## src/rtl/fifo_burst_reader.sv

```systemverilog
// fifo_burst_reader
//   Drains a fifo in bursts. Waits until the fifo holds BURST_LEN words (or,
//   when flush is high, whatever is stored), reads that many words and
//   presents them on a valid/ready master port. m_last marks the final word
//   of each burst. A 2-entry buffer absorbs the fifo's 1-cycle read latency
//   and downstream backpressure.
//
//   Handshake: a word transfers on a rising edge where m_valid && m_ready.
//   Once m_valid is high, it stays high and m_data/m_last stay stable until
//   that transfer happens.
//
// Ports
//   clk, reset_n     clock (rising edge), async active-low reset
//   fifo_empty       fifo empty flag
//   fifo_word_count  fifo occupancy (ADDR_WIDTH+2 bits)
//   fifo_r_data      fifo read data, valid the cycle after fifo_rd
//   fifo_rd          fifo read strobe
//   flush            level: allow a short burst of the stored words
//   m_valid/m_data/m_last/m_ready  master output port
//   busy             FSM is not idle
//   burst_count      completed bursts (zero unless FIFO_BURST_STATS_EN)
//   state_dbg        current FSM state (0 idle, 1 burst, 2 drain)
//
// Build option
//   FIFO_BURST_STATS_EN  enables the 16-bit wrapping burst counter.
module fifo_burst_reader #(
  parameter int DATA_WIDTH = 4,
  parameter int ADDR_WIDTH = 4,
  parameter int BURST_LEN  = 4
) (
  input  logic                  clk,
  input  logic                  reset_n,
  input  logic                  fifo_empty,
  input  logic [ADDR_WIDTH+1:0] fifo_word_count,
  input  logic [DATA_WIDTH-1:0] fifo_r_data,
  output logic                  fifo_rd,
  input  logic                  flush,
  output logic                  m_valid,
  output logic [DATA_WIDTH-1:0] m_data,
  output logic                  m_last,
  input  logic                  m_ready,
  output logic                  busy,
  output logic [15:0]           burst_count,
  output logic [1:0]            state_dbg
);

  localparam int CW = ADDR_WIDTH + 2;
  localparam logic [CW-1:0] BURST_LEN_C = CW'(BURST_LEN);

  typedef enum logic [1:0] {
    IDLE  = 2'd0,
    BURST = 2'd1,
    DRAIN = 2'd2
  } state_t;

  state_t          state, state_n;
  logic [CW-1:0]   rd_left, out_left, len_n;
  logic            load;
  logic            inflight;
  logic [1:0]      occ;
  logic [DATA_WIDTH-1:0] buf0, buf1;
  logic            acc;

  assign acc       = m_valid && m_ready;
  assign m_valid   = (occ != 2'd0);
  assign m_data    = buf0;
  assign m_last    = m_valid && (out_left == CW'(1));
  assign busy      = (state != IDLE);
  assign state_dbg = state;

  // Only read when the word is guaranteed a buffer slot on arrival: entries
  // held plus the word already in flight, minus one leaving this cycle.
  assign fifo_rd = (state == BURST) && (rd_left != '0) && !fifo_empty &&
                   (({1'b0, occ} + {2'b0, inflight}) < (3'd2 + {2'b0, acc}));

  always_comb begin
    state_n = state;
    load    = 1'b0;
    len_n   = '0;
    case (state)
      IDLE: begin
        if (fifo_word_count >= BURST_LEN_C) begin
          load    = 1'b1;
          len_n   = BURST_LEN_C;
          state_n = BURST;
        end else if (flush && (fifo_word_count != '0)) begin
          load    = 1'b1;
          len_n   = fifo_word_count;
          state_n = BURST;
        end
      end
      BURST: begin
        // Leave as the final read issues; its data lands while draining.
        if (fifo_rd && (rd_left == CW'(1))) state_n = DRAIN;
      end
      DRAIN: begin
        if (acc && m_last) state_n = IDLE;
      end
      default: state_n = IDLE;
    endcase
  end

  always_ff @(posedge clk or negedge reset_n) begin
    if (!reset_n) begin
      state    <= IDLE;
      rd_left  <= '0;
      out_left <= '0;
      inflight <= 1'b0;
    end else begin
      state    <= state_n;
      inflight <= fifo_rd;
      if (load)         rd_left <= len_n;
      else if (fifo_rd) rd_left <= rd_left - CW'(1);
      if (load)         out_left <= len_n;
      else if (acc)     out_left <= out_left - CW'(1);
    end
  end

  // Two-entry buffer: buf0 is the head shown on m_data. A capture and a
  // handshake in the same cycle shift and fill together; occ is unchanged.
  always_ff @(posedge clk or negedge reset_n) begin
    if (!reset_n) begin
      occ  <= 2'd0;
      buf0 <= '0;
      buf1 <= '0;
    end else begin
      case ({inflight, acc})
        2'b10: begin
          if (occ == 2'd0) buf0 <= fifo_r_data;
          else             buf1 <= fifo_r_data;
          occ <= occ + 2'd1;
        end
        2'b01: begin
          buf0 <= buf1;
          occ  <= occ - 2'd1;
        end
        2'b11: begin
          if (occ == 2'd1) begin
            buf0 <= fifo_r_data;
          end else begin
            buf0 <= buf1;
            buf1 <= fifo_r_data;
          end
        end
        default: ;
      endcase
    end
  end

`ifdef FIFO_BURST_STATS_EN
  logic [15:0] burst_cnt;
  always_ff @(posedge clk or negedge reset_n) begin
    if (!reset_n)              burst_cnt <= 16'd0;
    else if (acc && m_last)    burst_cnt <= burst_cnt + 16'd1;
  end
  assign burst_count = burst_cnt;
`else
  assign burst_count = 16'd0;
`endif

endmodule

```

## config.mk

```make
export PLATFORM = sky130hd
export DESIGN_NAME = fifo_burst_reader
export DESIGN_NICKNAME = d
export VERILOG_FILES = /design/src/rtl/fifo_burst_reader.sv
export SDC_FILE = /design/constraint.sdc
export NUM_CORES = 1
export LEC_CHECK = 0
export ABC_CLOCK_PERIOD_IN_PS = 3500
export BUFFER_PORTS_ARGS = -buffer_cell sky130_fd_sc_hd__buf_2
export CAP_MARGIN = 20
export CORE_UTILIZATION = 56
export CTS_CLUSTER_DIAMETER = 80
export DETAILED_ROUTE_END_ITERATION = 8
export PLACE_DENSITY = 0.84
export SETUP_SLACK_MARGIN = 0.15
export SLEW_MARGIN = 20
export SYNTH_ARGS = -nofsm -noshare
export SYNTH_HDL_FRONTEND = slang
export SYNTH_SLANG_ARGS = --single-unit
```

## constraint.sdc

```tcl
create_clock -name clk -period 3.5 [get_ports clk]
set_input_delay 0.525 -clock clk [delete_from_list [all_inputs] [get_ports clk]]
set_output_delay 0.525 -clock clk [all_outputs]
set_load 0.005 [all_outputs]
```

==> impl.org, run 1 <==
** Run status
- Outcome :: finished, final reports clean

** Final layout
- Footprint of the multi-input gates :: between 700 and 800 µm²
- Proportion of layout cells with a drive suffix above 1 :: between 20% and 30%
- Fill cells :: 214
- Cell area after layout :: 0.00165 mm²
- Antenna Cells :: 0
- Registers take about 630 µm².
- The final layout contains ~210 nets.
- Area growth from synthesis to final layout :: 7.08%

** Worst setup path
- Required time worst endpoint :: 2.97 ns
- For the worst setup path, the data arrival time is about 2.3 ns.
- In this run the worst path has a maximum fanout of 12.
- Kind of end point of the critical path :: primary output
- For the worst flop-to-flop path, the logic depth is 9.
- Reg2Reg Setup Slack :: 1.21 ns
- Worst setup path category :: register to primary output
- Source of the worst register-to-register timing path :: occ[0]$_DFFE_PN0P_
- Crit start category :: register
- In this run the critical register-to-register path is captured at buf1[1]$_DFFE_PN0P_.

** GRT
- Global-route wire length before repair :: about 4200 µm
- The via count of the first global-routing pass is between 1000 and 1500.
- Entering global routing, the biggest net connects 26 pins.
- Number of antenna violations at the first check in global routing :: 0
- All-layer global routing usage :: 20.2%
- Total overflow reported by the global router :: 0

** Route
- Summed over all layers, the routed wires come to 2660 µm.
- Number of remaining DRC errors :: 0
- First-pass detailed-route iteration total :: 4
- Ratio of routed vias to standard cells :: around 5.3
- Summing over every cut layer, the via total after detailed routing is between 1000 and 1500.
- Routed length per placed instance :: roughly 12 µm
- Post-route antenna net violation count :: 0
- Number of design-rule violations left by the first detailed-router iteration :: 17

** STA
- The worst pin sits at a relative slew slack of between 60% and 70%.
- The number of endpoints with negative hold slack in the final report is 0.
- Subtracting the final worst setup slack from the clock period gives around 2.8 ns.
- Timing would allow up to 353 MHz.
- Final number of setup-violating endpoints :: 0
- Number of pins with negative max-slew slack in the final report :: 0
- Final worst clock skew :: around 0.0025 ns
- Worst Max-Slew Pin Slew :: between 0.5 and 0.6 ns
- After routing, the total negative slack on setup checks comes to 0 ns.
- Dividing the final minimum period by the clock period gives about four fifths.
- RSZ-0062 raised after global routing :: no

** Power
- The clock network burns 9.5% of the power.
- The analysis attributes to cell leakage a power of between 0.0008 and 0.0009 µW.
- In this run the power spent charging and discharging nets is approximately 550 µW.
- Sequential fraction of design power :: between 40% and 50%
- The internal portion of the total power is ~770 µW.
- Combinational cells account for 50.3% of the total power.
- Power per cell area :: between 800 and 900 mW/mm²
- VDD sags by at most about 0.00046 V.
- Switch share :: approximately two fifths

** Logic synthesis
- Counting flops with a built-in enable in the synthesized netlist gives 0.
- In the synthesized netlist, the number of instances is about 160.
- The Yosys step of the flow raised 0 warnings.
- Synth top cells by count :: sky130_fd_sc_hd__dfrtp_1, sky130_fd_sc_hd__buf_4, sky130_fd_sc_hd__ha_1, sky130_fd_sc_hd__inv_1, sky130_fd_sc_hd__nand2_1
- Ranked by total cell area, the synthesized netlist is headed by sky130_fd_sc_hd__dfrtp_1, sky130_fd_sc_hd__ha_1, sky130_fd_sc_hd__buf_4.
- Mapped Avg Cell Area :: 9.67 µm²
- Cell type with the largest total area after synthesis :: sky130_fd_sc_hd__dfrtp_1
- Area share of the leading cell type in the synthesized netlist :: about 41%
- Unique masters post-synth :: 41
- Most numerous cell in the Yosys netlist :: sky130_fd_sc_hd__dfrtp_1
- Post-synth top flop :: sky130_fd_sc_hd__dfrtp_1
- Counting flops and latches in the post-synthesis netlist gives 25.
- After synthesis, the share of flip-flops with an asynchronous set or reset is 100%.
- After synthesis, flip-flops and latches occupy between 40% and 50% of the total area.
- The cell area that synthesis handed to floorplanning was 0.00154 mm².

** Clock network
- Clock tree from TritonCTS :: done
- Sink Count :: 25
- PostCTS Resize Cnt :: 0
- Clock-pin slew was measured on the worst setup and hold paths at about 0.13 ns.
- No sink is reached through more buffers than the 2 on the longest clock path.
- Hold repair after CTS inserted 0 buffers.
- CTS buffer count :: 3
- Buffers inserted by post-CTS timing repair :: 0
- Insertion delay of the later-clocked pin in the worst-skew pair :: 0.31 ns
- Max H-tree Level :: 1
- Root cell of the clock tree :: sky130_fd_sc_hd__clkbuf_4

** Placed design
- Instance area at placement :: roughly 0.0016 mm²
- Placer's final routability congestion estimate :: 0.794
- Buffers placed on the I/O ports in this run total 24.
- Detailed placement ended at an HPWL of 2000 µm.

** Die
- FP Rows :: 18
- The die is 54.4 µm wide.
- Measured along the y axis, the die boundary spans ~54 µm.
- Die outline area :: between 0.002 and 0.003 mm²
- Number of placed I/O pins :: just over 40
- Core Footprint :: about 0.0025 mm²
- Initial Utilization :: roughly three fifths

** Hold path
- Tightest Hold Check Type :: input pin to asynchronous set/reset pin

** Flow run
- Max-capacitance violation count :: 0
==> worst max-delay path: stages, from the launching register on <==
cell,delay (ns)
sky130_fd_sc_hd__dfrtp_1,0.45
sky130_fd_sc_hd__ha_1,0.22
sky130_fd_sc_hd__ha_1,0.17
sky130_fd_sc_hd__or4b_1,0.47
sky130_fd_sc_hd__a221o_1,0.34
sky130_fd_sc_hd__inv_2,0.19
sky130_fd_sc_hd__buf_2,0.15
==> through the flow <==
stage / utilization (%) / setup WS (ns) / total power, µW / hold WS, ns / std cells
finish: 64.7 / 0.667 / 1320 / 0.175 / 214
global route: 64.7 / 0.579 / 1460 / 0.214 / 214
CTS: 64.7 / 0.654 / 1330 / 0.189 / 214
detailed placement: 63.6 / 1.04 / 1200 / 0.466 / 210
floorplan: - / 1.26 / 1050 / 0.229 / 174
global placement: 63.6 / 1.09 / 1160 / 0.457 / 210
==> final cells by class <==
class	count	area share, %
Multi-Input combinational cell	116	47.1
Sequential cell	25	38.0
Timing Repair Buffer	25	7.75
Inverter	14	3.19
Tap cell	30	2.28
Clock buffer	3	1.37
Clock inverter	1	0.304
==> sequential cells by signal, summed over array words and instances (netlist names) <==
signal,flops
occ,2
rd_left,6
m_data,4
state_dbg,2
out_left,6
inflight,1
buf1,4
==> power groups by stage <==
stage,sequential (µW),combinational [µW],clock [µW]
after global routing,549,768,141
after CTS,528,666,134
after global placement,524,639,0
after detailed placement,534,665,0
after floorplan,512,537,0
final,531,663,126
==> cells by family (layout without fill, tap and decap cells) <==
family          after synthesis  after routing  share of synthesized area [%]
mux                           5              5                           3.58
simple gates                 41             41                           13.7
other cells                   1             16                          0.244
flops                        25             25                           40.7
compound gates               38             38                           17.2
fa+ha+maj                    12             12                           9.76
xor+xnor                      4              4                           2.28
buf+inv                      33             43                           12.5
==> layout by cell type, fill, tap and decap left out, types with 2 or more instances in the layout <==
cell type	n
sky130_fd_sc_hd__nor2_1	9
sky130_fd_sc_hd__xnor2_1	2
sky130_fd_sc_hd__dfrtp_1	25
sky130_fd_sc_hd__a21o_1	3
sky130_fd_sc_hd__o21ai_0	9
sky130_fd_sc_hd__buf_2	24
sky130_fd_sc_hd__inv_2	2
sky130_fd_sc_hd__o22a_1	4
sky130_fd_sc_hd__nand4_1	2
sky130_fd_sc_hd__inv_1	12
sky130_fd_sc_hd__mux2_2	4
sky130_fd_sc_hd__nor4_1	2
sky130_fd_sc_hd__ha_1	12
sky130_fd_sc_hd__xor2_1	2
sky130_fd_sc_hd__conb_1	16
sky130_fd_sc_hd__a22oi_1	4
sky130_fd_sc_hd__nand4b_1	2
sky130_fd_sc_hd__nor3_1	8
sky130_fd_sc_hd__a21oi_1	7
sky130_fd_sc_hd__a31oi_1	2
sky130_fd_sc_hd__nand2_1	11
sky130_fd_sc_hd__clkbuf_4	3
==> worst max path at each step <==
stage	from	endpoint	slack, ns	depth (start not counted)
after detailed placement	inflight$_DFF_PN0_	fifo_rd	1.04	6
after global placement	inflight$_DFF_PN0_	fifo_rd	1.09	6
after floorplan	inflight$_DFF_PN0_	fifo_rd	1.26	6
final	inflight$_DFF_PN0_	fifo_rd	0.67	6
after global routing	inflight$_DFF_PN0_	fifo_rd	0.58	6
after CTS	inflight$_DFF_PN0_	fifo_rd	0.65	6
==> metal layers <==
layer / vias up / wire length, µm / track usage [%]
li1: 578 / - / -
met1: 521 / 1200 / 24.7
met2: 37 / 1350 / 35.2
met3: 2 / 100 / 2.50
met4: 0 / 13 / 8.97
met5: - / 0 / 0
Power figures use the tool's default switching activity.
==> run 2: changes to the inputs <==
--- a/config.mk
+++ b/config.mk
@@ -5,13 +5,13 @@
 export SDC_FILE = /design/constraint.sdc
 export NUM_CORES = 1
 export LEC_CHECK = 0
-export ABC_CLOCK_PERIOD_IN_PS = 3500
+export ABC_CLOCK_PERIOD_IN_PS = 2600
 export BUFFER_PORTS_ARGS = -buffer_cell sky130_fd_sc_hd__buf_2
 export CAP_MARGIN = 20
-export CORE_UTILIZATION = 56
+export CORE_UTILIZATION = 47
 export CTS_CLUSTER_DIAMETER = 80
 export DETAILED_ROUTE_END_ITERATION = 8
-export PLACE_DENSITY = 0.84
+export PLACE_DENSITY = 0.75
 export SETUP_SLACK_MARGIN = 0.15
 export SLEW_MARGIN = 20
 export SYNTH_ARGS = -nofsm -noshare
==> constraint.sdc (replaced) <==
create_clock -name clk -period 2.6 [get_ports clk]
set_input_delay 0.39 -clock clk [delete_from_list [all_inputs] [get_ports clk]]
set_output_delay 0.39 -clock clk [all_outputs]
set_load 0.005 [all_outputs]
==> run 2 against run 1 <==
Clock skew rose by 0.0036 ns. Clock power grew 42%. Combinational power up 49%. Clock-buffer cell count unchanged. Routed wire length rose by 8.2%. Critical endpoint unchanged.
==> impl.org, run 2 (same netlist as run 1, synthesis figures left out) <==
** Run status
- The flow ran to the end, and the final reports show no timing, DRC or antenna violations.

** Clock network
- Number of buffers on the longest clock path :: 2 (unchanged)
- Clock transition at the registers of the reported paths :: 0.14 ns (about the same)
- Hold buffers post-CTS :: 0 (unchanged)
- Sink Count :: 25 (unchanged)
- Insertion delay of the later-clocked pin in the worst-skew pair :: 0.33 ns (+0.02 ns)
- The clock buffer count from CTS came to 3 (unchanged).
- The number of levels the H-tree was split into is 1 (unchanged).
- Clock tree from TritonCTS :: done
- Root cell of the clock tree :: sky130_fd_sc_hd__clkbuf_4

** Placed design
- Placer's final routability congestion estimate :: 0.818 (+3.0%)
- The count of port buffers added during placement was 24 (unchanged).
- The worst setup slack after placement is 0.277 ns (-0.762 ns).
- Detailed-placement wirelength estimate :: 2100 µm (+5.1%)

** Route
- Number of remaining DRC errors :: 0 (unchanged)
- The total detailed-routing wirelength is 2880 µm (+8.2%).
- Routed length per placed instance :: 12.4 µm (-0.64%)
- First-pass detailed-route iteration total :: 4 (unchanged)
- The number of nets with antenna violations after detailed routing is 0 (unchanged).
- The via density per instance was 5.17 (-2.7%).
- Total number of vias :: 1205 (+5.9%)
- Number of design-rule violations left by the first detailed-router iteration :: 33 (+16)

** Worst setup path
- Source of the worst register-to-register timing path :: occ[0]$_DFFE_PN0P_
- FF-to-FF path depth :: 9 (unchanged)
- Largest stage delay, worst path :: 0.46 ns (about the same)
- Worst setup path category :: register to primary output
- The worst setup path is launched from a register.
- Required time worst endpoint :: 2.21 ns (-0.76 ns)
- Walking the worst path, the cells encountered are ha_2 -> ha_1 -> or4b_1 -> a221o_1 -> inv_4 -> buf_2.
- STA classifies the critical path endpoint as a primary output.
- The maximum fanout along the worst path came to 4 (-8).
- The signal arrival time at the worst endpoint came to 2.08 ns (-0.23 ns).
- The slowest stage of the critical path is the sky130_fd_sc_hd__or4b_1 cell.
- Crit path from :: occ[0]$_DFFE_PN0P_
- The endpoint identified for the worst register-to-register timing path is buf1[0]$_DFFE_PN0P_.
- The slack of the worst reg-to-reg path is 0.36 ns (-0.85 ns).
- Endpoint of the most critical setup path :: fifo_rd

** GRT
- The via count of the first global-routing pass was 1093 (+7.6%).
- Maximum number of pins on one net before global-route repair :: 26 (unchanged)
- Global-route wire length before repair :: 4640 µm (+9.6%)
- The overall track demand over capacity in global routing came to 17.6% (-2.6 points).
- Number of antenna violations at the first check in global routing :: 0 (unchanged)
- Total overflow reported by the global router :: 0 (unchanged)

** STA
- Achievable frequency :: 404 MHz
- The actual slew at the worst max-slew pin came to 0.548 ns (-0.00470 ns).
- The count of pins over their slew limit was 0 (unchanged).
- The worst clock skew was 0.00608 ns (+0.00355 ns).
- The smallest setup slack after layout was 0.127 ns (-0.539 ns).
- The number of endpoints failing setup at the final stage was 0 (unchanged).
- After layout, the worst path uses 95.1% of the clock period.
- RSZ-0062 raised after global routing :: yes
- Hold violation total from the final report :: 0 (unchanged)
- The setup total negative slack came to 0 ns (unchanged).
- Worst slew margin relative to its limit :: 63.1% (+0.32 points)
- The clock period could shrink to approximately 2.5 ns.

** Final layout
- Most common library cell in the layout ignoring fill and taps :: sky130_fd_sc_hd__dfrtp_1
- The combined flip-flop and latch cell area came to 626 µm² (unchanged).
- From synthesis to final layout, the design area changed by 11.4%.
- The largest registers in the layout are out_left x6, rd_left x6.
- The layout cell share with drive strength beyond 1 came to 23.8% (+3.2 points).
- The total inserted antenna cells was 0 (unchanged).
- Number of nets in the layout :: 217 (+2.4%)
- Leading cell types in the layout, fill and taps excluded :: sky130_fd_sc_hd__dfrtp_1, sky130_fd_sc_hd__buf_2, sky130_fd_sc_hd__conb_1
- The post-route core utilization was 55.7% (-9.0 points).
- The multi-input logic area is 782 µm² (+0.81%).
- The number of filler instances in the final layout is 277 (+29%).

** Die
- The site row count is 20 (+2).
- The core box area is 0.00308 mm² (+21%).
- The area of the die is 0.00350 mm² (+18%).
- Number of placed I/O pins :: 41 (unchanged)
- Vert. Die Dim :: 59.2 µm (+8.8%)
- Initial Utilization :: 50.0% (-10 points)
- Floorplan die width :: 59.2 µm (+8.8%)

** Hold path
- The path class of the tightest hold or removal check is input pin to asynchronous set/reset pin.

** Power
- The total power of the final layout is 1880 µW (+42%).
- Leakage power :: 0.000863 µW (+2.2%)
- Power per cell area :: 1100 mW/mm² (+37%)
- The worst voltage drop across the vdd grid is 0.000713 V (+56%).

** Flow run
- Max-capacitance violation count :: 0 (unchanged)
[run 2: how the worst min path moves through the flow]
stage,startpoint,end,slack (ns),cells past startpoint
6_report,reset_n,occ[1]$_DFFE_PN0P_,0.02,1
5_1_grt,reset_n,rd_left[4]$_DFFE_PN0P_,0.04,1
4_1_cts,reset_n,rd_left[5]$_DFFE_PN0P_,0.04,1
3_5_place_dp,reset_n,rd_left[5]$_DFFE_PN0P_,0.42,1
3_3_place_gp,reset_n,rd_left[5]$_DFFE_PN0P_,0.41,1
2_1_floorplan,reset_n,buf1[0]$_DFFE_PN0P_,0.09,0
[run 2: through the flow]
step / instance area (µm²) / std cells / hold slack [ns]
2_1_floorplan: 1590 / 174 / 0.0944
3_3_place_gp: 1640 / 224 / 0.410
3_5_place_dp: 1640 / 224 / 0.416
4_1_cts: 1710 / 233 / 0.0412
5_1_grt: 1710 / 233 / 0.0410
6_report: 1710 / 233 / 0.0218
[run 2: cell type report]
cell class | instances | share of cell area, %
tap | 44 | 3.21
timing repair buffer | 30 | 9.64
multi-input combinational | 116 | 45.7
sequential | 25 | 36.5
clock buffer | 3 | 1.31
clock inverter | 1 | 0.438
inverter | 14 | 3.21
[run 2: routing by layer]
metal | share of wire [%] | up-vias | global-route usage, %
li1 | - | 593 | -
met1 | 45 | 563 | 21.2
met2 | 50 | 47 | 30.3
met3 | 5.0 | 2 | 4.80
met4 | 0.52 | 0 | 5.78
met5 | 0 | - | 0
[run 2: what timing repair did]
item | in CTS | in global routing
endpoints found under the hold margin | 0 | 0
pin swaps | 0 | 0
setup endpoints to repair | 1 | 5
resized for setup | 2 | 1
buffers inserted | 5 | 0
[run 2: report_power, final]
part           internal [µW]  total, µW  leakage [µW]  switching, µW
sequential               561        707      0.000309            146
combinational            476        991      0.000540            516
clock                   58.9        179     0.0000139            121
[run 2: worst max-delay path: cells and delay by family, from the launching register on]
kind	cells	cell delay, ns
compound gates	1	0.33
fa+ha+maj	2	0.36
flops	1	0.44
buf+inv	2	0.17
simple gates	1	0.46
